$ cat src/rtl/spi_slave_responder.sv
// SPI mode-0 target: oversamples the link on clock_in, receives mosi into rx_data and
// shifts a buffered tx word out on miso (MSB first), with back-to-back words while selected.
module spi_slave_responder #(
    parameter int unsigned          DATA_W      = 8,
    parameter int unsigned          SYNC_STAGES = 2,
    parameter logic [DATA_W-1:0]    IDLE_BYTE   = 8'hFF
) (
    input  logic              clock_in,
    input  logic              rs,
    input  logic              sclk,
    input  logic              cs,
    input  logic              mosi,
    output logic              miso,
    output logic              miso_oe,
    input  logic [DATA_W-1:0] tx_data,
    input  logic              tx_valid,
    output logic              tx_ready,
    output logic [DATA_W-1:0] rx_data,
    output logic              rx_valid,
    output logic              rx_abort,
    output logic              tx_underrun
);

    localparam int unsigned CNT_W = (DATA_W > 1) ? $clog2(DATA_W) : 1;

    localparam logic [1:0] ST_WAIT_IDLE = 2'd0;
    localparam logic [1:0] ST_IDLE      = 2'd1;
    localparam logic [1:0] ST_ACTIVE    = 2'd2;

    logic [SYNC_STAGES-1:0] sclk_sync_q, cs_sync_q, mosi_sync_q;
    logic                   sclk_prev_q, cs_prev_q;
    logic                   sclk_s, cs_s, mosi_s;
    logic                   sclk_rise_c, sclk_fall_c, cs_rise_c, cs_fall_c;

    logic [1:0]        state_q, state_d;
    logic [CNT_W-1:0]  bit_cnt_q, bit_cnt_d;
    logic [DATA_W-1:0] shift_rx_q, shift_rx_d;
    logic [DATA_W-1:0] shift_tx_q, shift_tx_d;
    logic [DATA_W-1:0] buf_q, buf_d;
    logic              buf_full_q, buf_full_d;
    logic              reload_pend_q, reload_pend_d;
    logic              miso_q, miso_d;
    logic              miso_oe_q, miso_oe_d;
    logic              tx_ready_q, tx_ready_d;
    logic [DATA_W-1:0] rx_data_q, rx_data_d;
    logic              rx_valid_q, rx_valid_d;
    logic              rx_abort_q, rx_abort_d;
    logic              tx_underrun_q, tx_underrun_d;
    logic              load_c, wr_c;

    // Link synchronisers; cs resets to "selected" so a frame in progress at reset release is ignored.
    always_ff @(posedge clock_in or posedge rs) begin
        if (rs) begin
            sclk_sync_q <= '0;
            cs_sync_q   <= '0;
            mosi_sync_q <= '0;
            sclk_prev_q <= 1'b0;
            cs_prev_q   <= 1'b0;
        end else begin
            sclk_sync_q <= {sclk_sync_q[SYNC_STAGES-2:0], sclk};
            cs_sync_q   <= {cs_sync_q[SYNC_STAGES-2:0], cs};
            mosi_sync_q <= {mosi_sync_q[SYNC_STAGES-2:0], mosi};
            sclk_prev_q <= sclk_s;
            cs_prev_q   <= cs_s;
        end
    end

    assign sclk_s      = sclk_sync_q[SYNC_STAGES-1];
    assign cs_s        = cs_sync_q[SYNC_STAGES-1];
    assign mosi_s      = mosi_sync_q[SYNC_STAGES-1];
    assign sclk_rise_c = sclk_s & ~sclk_prev_q;
    assign sclk_fall_c = ~sclk_s & sclk_prev_q;
    assign cs_rise_c   = cs_s & ~cs_prev_q;
    assign cs_fall_c   = ~cs_s & cs_prev_q;

    always_ff @(posedge clock_in or posedge rs) begin
        if (rs) begin
            state_q       <= ST_WAIT_IDLE;
            bit_cnt_q     <= '0;
            shift_rx_q    <= '0;
            shift_tx_q    <= IDLE_BYTE;
            buf_q         <= '0;
            buf_full_q    <= 1'b0;
            reload_pend_q <= 1'b0;
            miso_q        <= IDLE_BYTE[DATA_W-1];
            miso_oe_q     <= 1'b0;
            tx_ready_q    <= 1'b1;
            rx_data_q     <= '0;
            rx_valid_q    <= 1'b0;
            rx_abort_q    <= 1'b0;
            tx_underrun_q <= 1'b0;
        end else begin
            state_q       <= state_d;
            bit_cnt_q     <= bit_cnt_d;
            shift_rx_q    <= shift_rx_d;
            shift_tx_q    <= shift_tx_d;
            buf_q         <= buf_d;
            buf_full_q    <= buf_full_d;
            reload_pend_q <= reload_pend_d;
            miso_q        <= miso_d;
            miso_oe_q     <= miso_oe_d;
            tx_ready_q    <= tx_ready_d;
            rx_data_q     <= rx_data_d;
            rx_valid_q    <= rx_valid_d;
            rx_abort_q    <= rx_abort_d;
            tx_underrun_q <= tx_underrun_d;
        end
    end

    // Next state: cs changes take priority over any sclk edge seen in the same cycle.
    always_comb begin
        state_d       = state_q;
        bit_cnt_d     = bit_cnt_q;
        shift_rx_d    = shift_rx_q;
        shift_tx_d    = shift_tx_q;
        buf_d         = buf_q;
        buf_full_d    = buf_full_q;
        reload_pend_d = reload_pend_q;
        miso_d        = miso_q;
        rx_data_d     = rx_data_q;
        rx_valid_d    = 1'b0;
        rx_abort_d    = 1'b0;
        tx_underrun_d = 1'b0;
        load_c        = 1'b0;
        wr_c          = tx_valid & tx_ready_q;

        case (state_q)
            ST_WAIT_IDLE: begin
                if (cs_s) state_d = ST_IDLE;
            end
            ST_IDLE: begin
                if (cs_fall_c) begin
                    load_c        = 1'b1;
                    bit_cnt_d     = '0;
                    reload_pend_d = 1'b0;
                    state_d       = ST_ACTIVE;
                end
            end
            ST_ACTIVE: begin
                if (cs_rise_c) begin
                    state_d       = ST_IDLE;
                    rx_abort_d    = (bit_cnt_q != '0);
                    bit_cnt_d     = '0;
                    reload_pend_d = 1'b0;
                    shift_rx_d    = '0;
                end else if (sclk_rise_c) begin
                    shift_rx_d = {shift_rx_q[DATA_W-2:0], mosi_s};
                    if (bit_cnt_q == CNT_W'(DATA_W - 1)) begin
                        rx_data_d     = {shift_rx_q[DATA_W-2:0], mosi_s};
                        rx_valid_d    = 1'b1;
                        bit_cnt_d     = '0;
                        reload_pend_d = 1'b1;
                    end else begin
                        bit_cnt_d = bit_cnt_q + CNT_W'(1);
                    end
                end else if (sclk_fall_c) begin
                    if (reload_pend_q) begin
                        load_c        = 1'b1;
                        reload_pend_d = 1'b0;
                    end else begin
                        shift_tx_d = {shift_tx_q[DATA_W-2:0], 1'b0};
                        miso_d     = shift_tx_q[DATA_W-2];
                    end
                end
            end
            default: state_d = ST_WAIT_IDLE;
        endcase

        // Word load: buffer first, then a same-cycle bypass of tx_data, else the idle word.
        if (load_c) begin
            if (buf_full_q) begin
                shift_tx_d = buf_q;
                buf_full_d = 1'b0;
            end else if (tx_valid) begin
                shift_tx_d = tx_data;
                wr_c       = 1'b0;
            end else begin
                shift_tx_d    = IDLE_BYTE;
                tx_underrun_d = 1'b1;
            end
            miso_d = shift_tx_d[DATA_W-1];
        end

        if (wr_c) begin
            buf_d      = tx_data;
            buf_full_d = 1'b1;
        end

        miso_oe_d  = (state_d == ST_ACTIVE);
        tx_ready_d = ~buf_full_d;
    end

    assign miso        = miso_q;
    assign miso_oe     = miso_oe_q;
    assign tx_ready    = tx_ready_q;
    assign rx_data     = rx_data_q;
    assign rx_valid    = rx_valid_q;
    assign rx_abort    = rx_abort_q;
    assign tx_underrun = tx_underrun_q;

endmodule
$ cat config.mk
export PLATFORM = sky130hd
export DESIGN_NAME = spi_slave_responder
export DESIGN_NICKNAME = d
export VERILOG_FILES = /design/src/rtl/spi_slave_responder.sv
export SDC_FILE = /design/constraint.sdc
export NUM_CORES = 1
export LEC_CHECK = 0
export ABC_AREA = 0
export CAP_MARGIN = 5
export CORE_MARGIN = 3
export CORE_UTILIZATION = 54
export CTS_CLUSTER_DIAMETER = 40
export CTS_CLUSTER_SIZE = 8
export DETAILED_ROUTE_END_ITERATION = 8
export MAX_ROUTING_LAYER = met4
export PLACE_DENSITY = 0.83
export RECOVER_POWER = 25
export SLEW_MARGIN = 20
export SYNTH_ARGS = -nofsm -noshare
export SYNTH_HDL_FRONTEND = slang
export SYNTH_SLANG_ARGS = --single-unit
$ cat constraint.sdc
create_clock -name clock_in -period 4.5 [get_ports clock_in]
set_input_delay 0.45 -clock clock_in [delete_from_list [all_inputs] [get_ports clock_in]]
set_output_delay 0.45 -clock clock_in [all_outputs]
set_load 0.01 [all_outputs]
==> flow_summary.yaml <==
synth:
  synth_warnings: 0
  yosysUniqueCellTypes: 34
  synth_edf_count: 0
  avgSynthCellArea_um2: 11.9
  ys_seq_elements: 51
  synth_top_area_cell: "dfrtp_1"
  syn-instance-count: 197
  synth_area_um2: 2340
  ys.flop_type: "dfrtp_1"
  synth_nets: 220
  yosysSeqAreaShare_pct: 55.0
  synthArstFlopShare_pct: 100
  synthTopCellsByArea: "dfrtp_1, dfstp_2, mux2_2, ha_1, a21oi_1"
  synth_top_area_share_pct: 44.9
floorplan:
  die_area_um2: 5160
  fp.dieH_um: 71.8
  core_um2: 4090
  boundaryPins: 28
  die_w_um: 71.8
  rows: 23
  start_util_pct: 57.3
min_path:
  hold_path_depth: 0
  hp-start: "cs_sync_q[0]"
  min_to: "cs_sync_q[1]"
  hold_path.class: "flop to flop"
clock_network:
  cts_resized: 0
  cts_tree: "yes"
  root_buffer: "clkbuf_8"
  ctsHoldBuffers: 0
  cts_buffers: 5
  cts_max_level: 2
  clock_path_buffers: 2
  clk_latency_ns: 0.30
  post_cts_buffers: 0
  clk_pin_slew_ns: 0.09
  numClockSinks: 51
detailed_routing:
  dr.pass1.iters: 4
  drt-vias-per-instance: 5.41
  wl_per_cell_um: 13.5
  drc: 0
  antenna_left: 0
  routed-via-count: 1481
  wirelength_um: 3710
  drt_first_iter_violations: 78
timing:
  slew_headroom_pct: -42.4
  slew_violations: 52
  fin_ws_ns: 2.20
  final.period_utilization_pct: 51.0
  skew_ns: 0.00530
  fin_crit_ns: 2.30
  grt_setup_unrepaired: "false"
  tightest_slew_ns: 2.12
  setup_violations: 0
  holdWs_ns: 0.353
  hold_violations: 0
  final.setup.tns_ns: 0
  fmax_ghz: 0.435
layout:
  finalNetCount: 246
  layoutNonFillerInstCount: 274
  layout-drive-gt1-share_pct: 18.3
  final_cell_mix: "dfrtp_1, clkdlybuf4s50_1, a21oi_1, mux2_2, inv_1"
  antennaDiodeCount: 0
  final_util_pct: 67.9
  final_cell_area_um2: 2780
  areaGrowthSynthToFinish_pct: 18.6
  final_common_cell: "dfrtp_1"
grt:
  grt_pass1_wl_um: 6310
  grt_pass1_vias: 1372
  antenna_found_initial: 0
  overflow: 0
  grtUsageTotal_pct: 16.1
  grt_max_degree: 52
outcome:
  violations: "max-capacitance violations, max-slew violations"
  status: "finished, violations left"
critical_path:
  crit_required_ns: 4.69
  cp_max_fo: 19
  setup.worst_path.start: "state_q[0]"
  cp-end-kind: "flop"
  crit_type: "flop to flop"
  rr_worst_depth: 5
  r2r-end: "buf_q[6]"
  start_kind: "flop"
  r2r_slack_ns: 2.20
  r2r-start: "state_q[0]"
  arrival_ns: 2.48
pwr:
  powerDensity_nw_per_um2: 499
  finalPower_mw: 1.39
  p_leak_nw: 1.25
  vdd_drop_max_mv: 0.335
run:
  maxCapViolations: 1
placed_design:
  place.gp.congestion: 0.731
  post-dp-hpwl_um: 2510
  pre_cts_slack_ns: 2.21
  numPortBuffers: 27
  placed_area_um2: 2640
  place_inst: 266
## worst max-delay path by stage
stage / end / slack (ns) / cells past startpoint
2_1_floorplan: buf_q[0] / 2.57 / 5
3_3_place_gp: buf_q[6] / 2.25 / 5
3_5_place_dp: buf_q[6] / 2.21 / 5
4_1_cts: buf_q[6] / 2.20 / 5
5_1_grt: bit_cnt_q[2] / 1.99 / 2
6_report: buf_q[6] / 2.20 / 5
## Yosys cell counts, types with 2 or more instances
cell type / instances
dfrtp_1: 42
a21oi_1: 20
mux2_2: 17
inv_1: 16
nor2_1: 12
mux2i_1: 10
dfstp_2: 9
ha_1: 9
nor3b_1: 7
a22o_1: 6
nand2b_1: 6
nand2_1: 5
buf_2: 4
clkbuf_1: 4
nor2b_1: 4
o21ai_0: 4
and2_1: 2
and3_1: 2
nand3_1: 2
o22a_1: 2
## worst max-delay path, stage by stage (launching register included)
cell and delay (ns):
dfrtp_1 0.42, inv_1 0.12, ha_1 0.50, a31oi_4 0.34
o211ai_4 0.42, mux2_2 0.38
## layer usage
layer	share of wire, %	track usage (%)
met2	49	23.9
met1	46	21.8
met4	1.5	5.64
met5	0	-
met3	3.6	3.79
## cell families after synthesis
group,share of synthesized area [%]
buffers and inverters,4.06
adder cells (fa/ha/maj),4.81
AND/OR/NAND/NOR,12.1
multiplexers,12.5
AO/OA/AOI/OAI,11.5
flip-flops,55.0
## registers in the layout, indices dropped and copies added, names as in the netlist, 2 cells and up
name,cells
shift_tx_q,7
buf_q,8
sclk_sync_q,2
state_q,2
bit_cnt_q,3
shift_rx_q,7
rx_data,8
mosi_sync_q,2
cs_sync_q,2
## cell type report
cell class / instances / area [µm²]
clock buffer: 5 / 68.8
clock inverter: 3 / 67.6
fill: 306 / 1310
inverter: 16 / 61.3
multi-input combinational: 122 / 957
sequential: 51 / 1290
tap: 50 / 62.6
timing repair buffer: 27 / 270
## power by group
| part | internal [mW] | switching, mW |
|---|---|---|
| Combinational | 0.180 | 0.171 |
| Sequential | 0.589 | 0.0793 |
| Clock | 0.221 | 0.146 |
| Total | 0.990 | 0.396 |
Power figures use the tool's default switching activity.
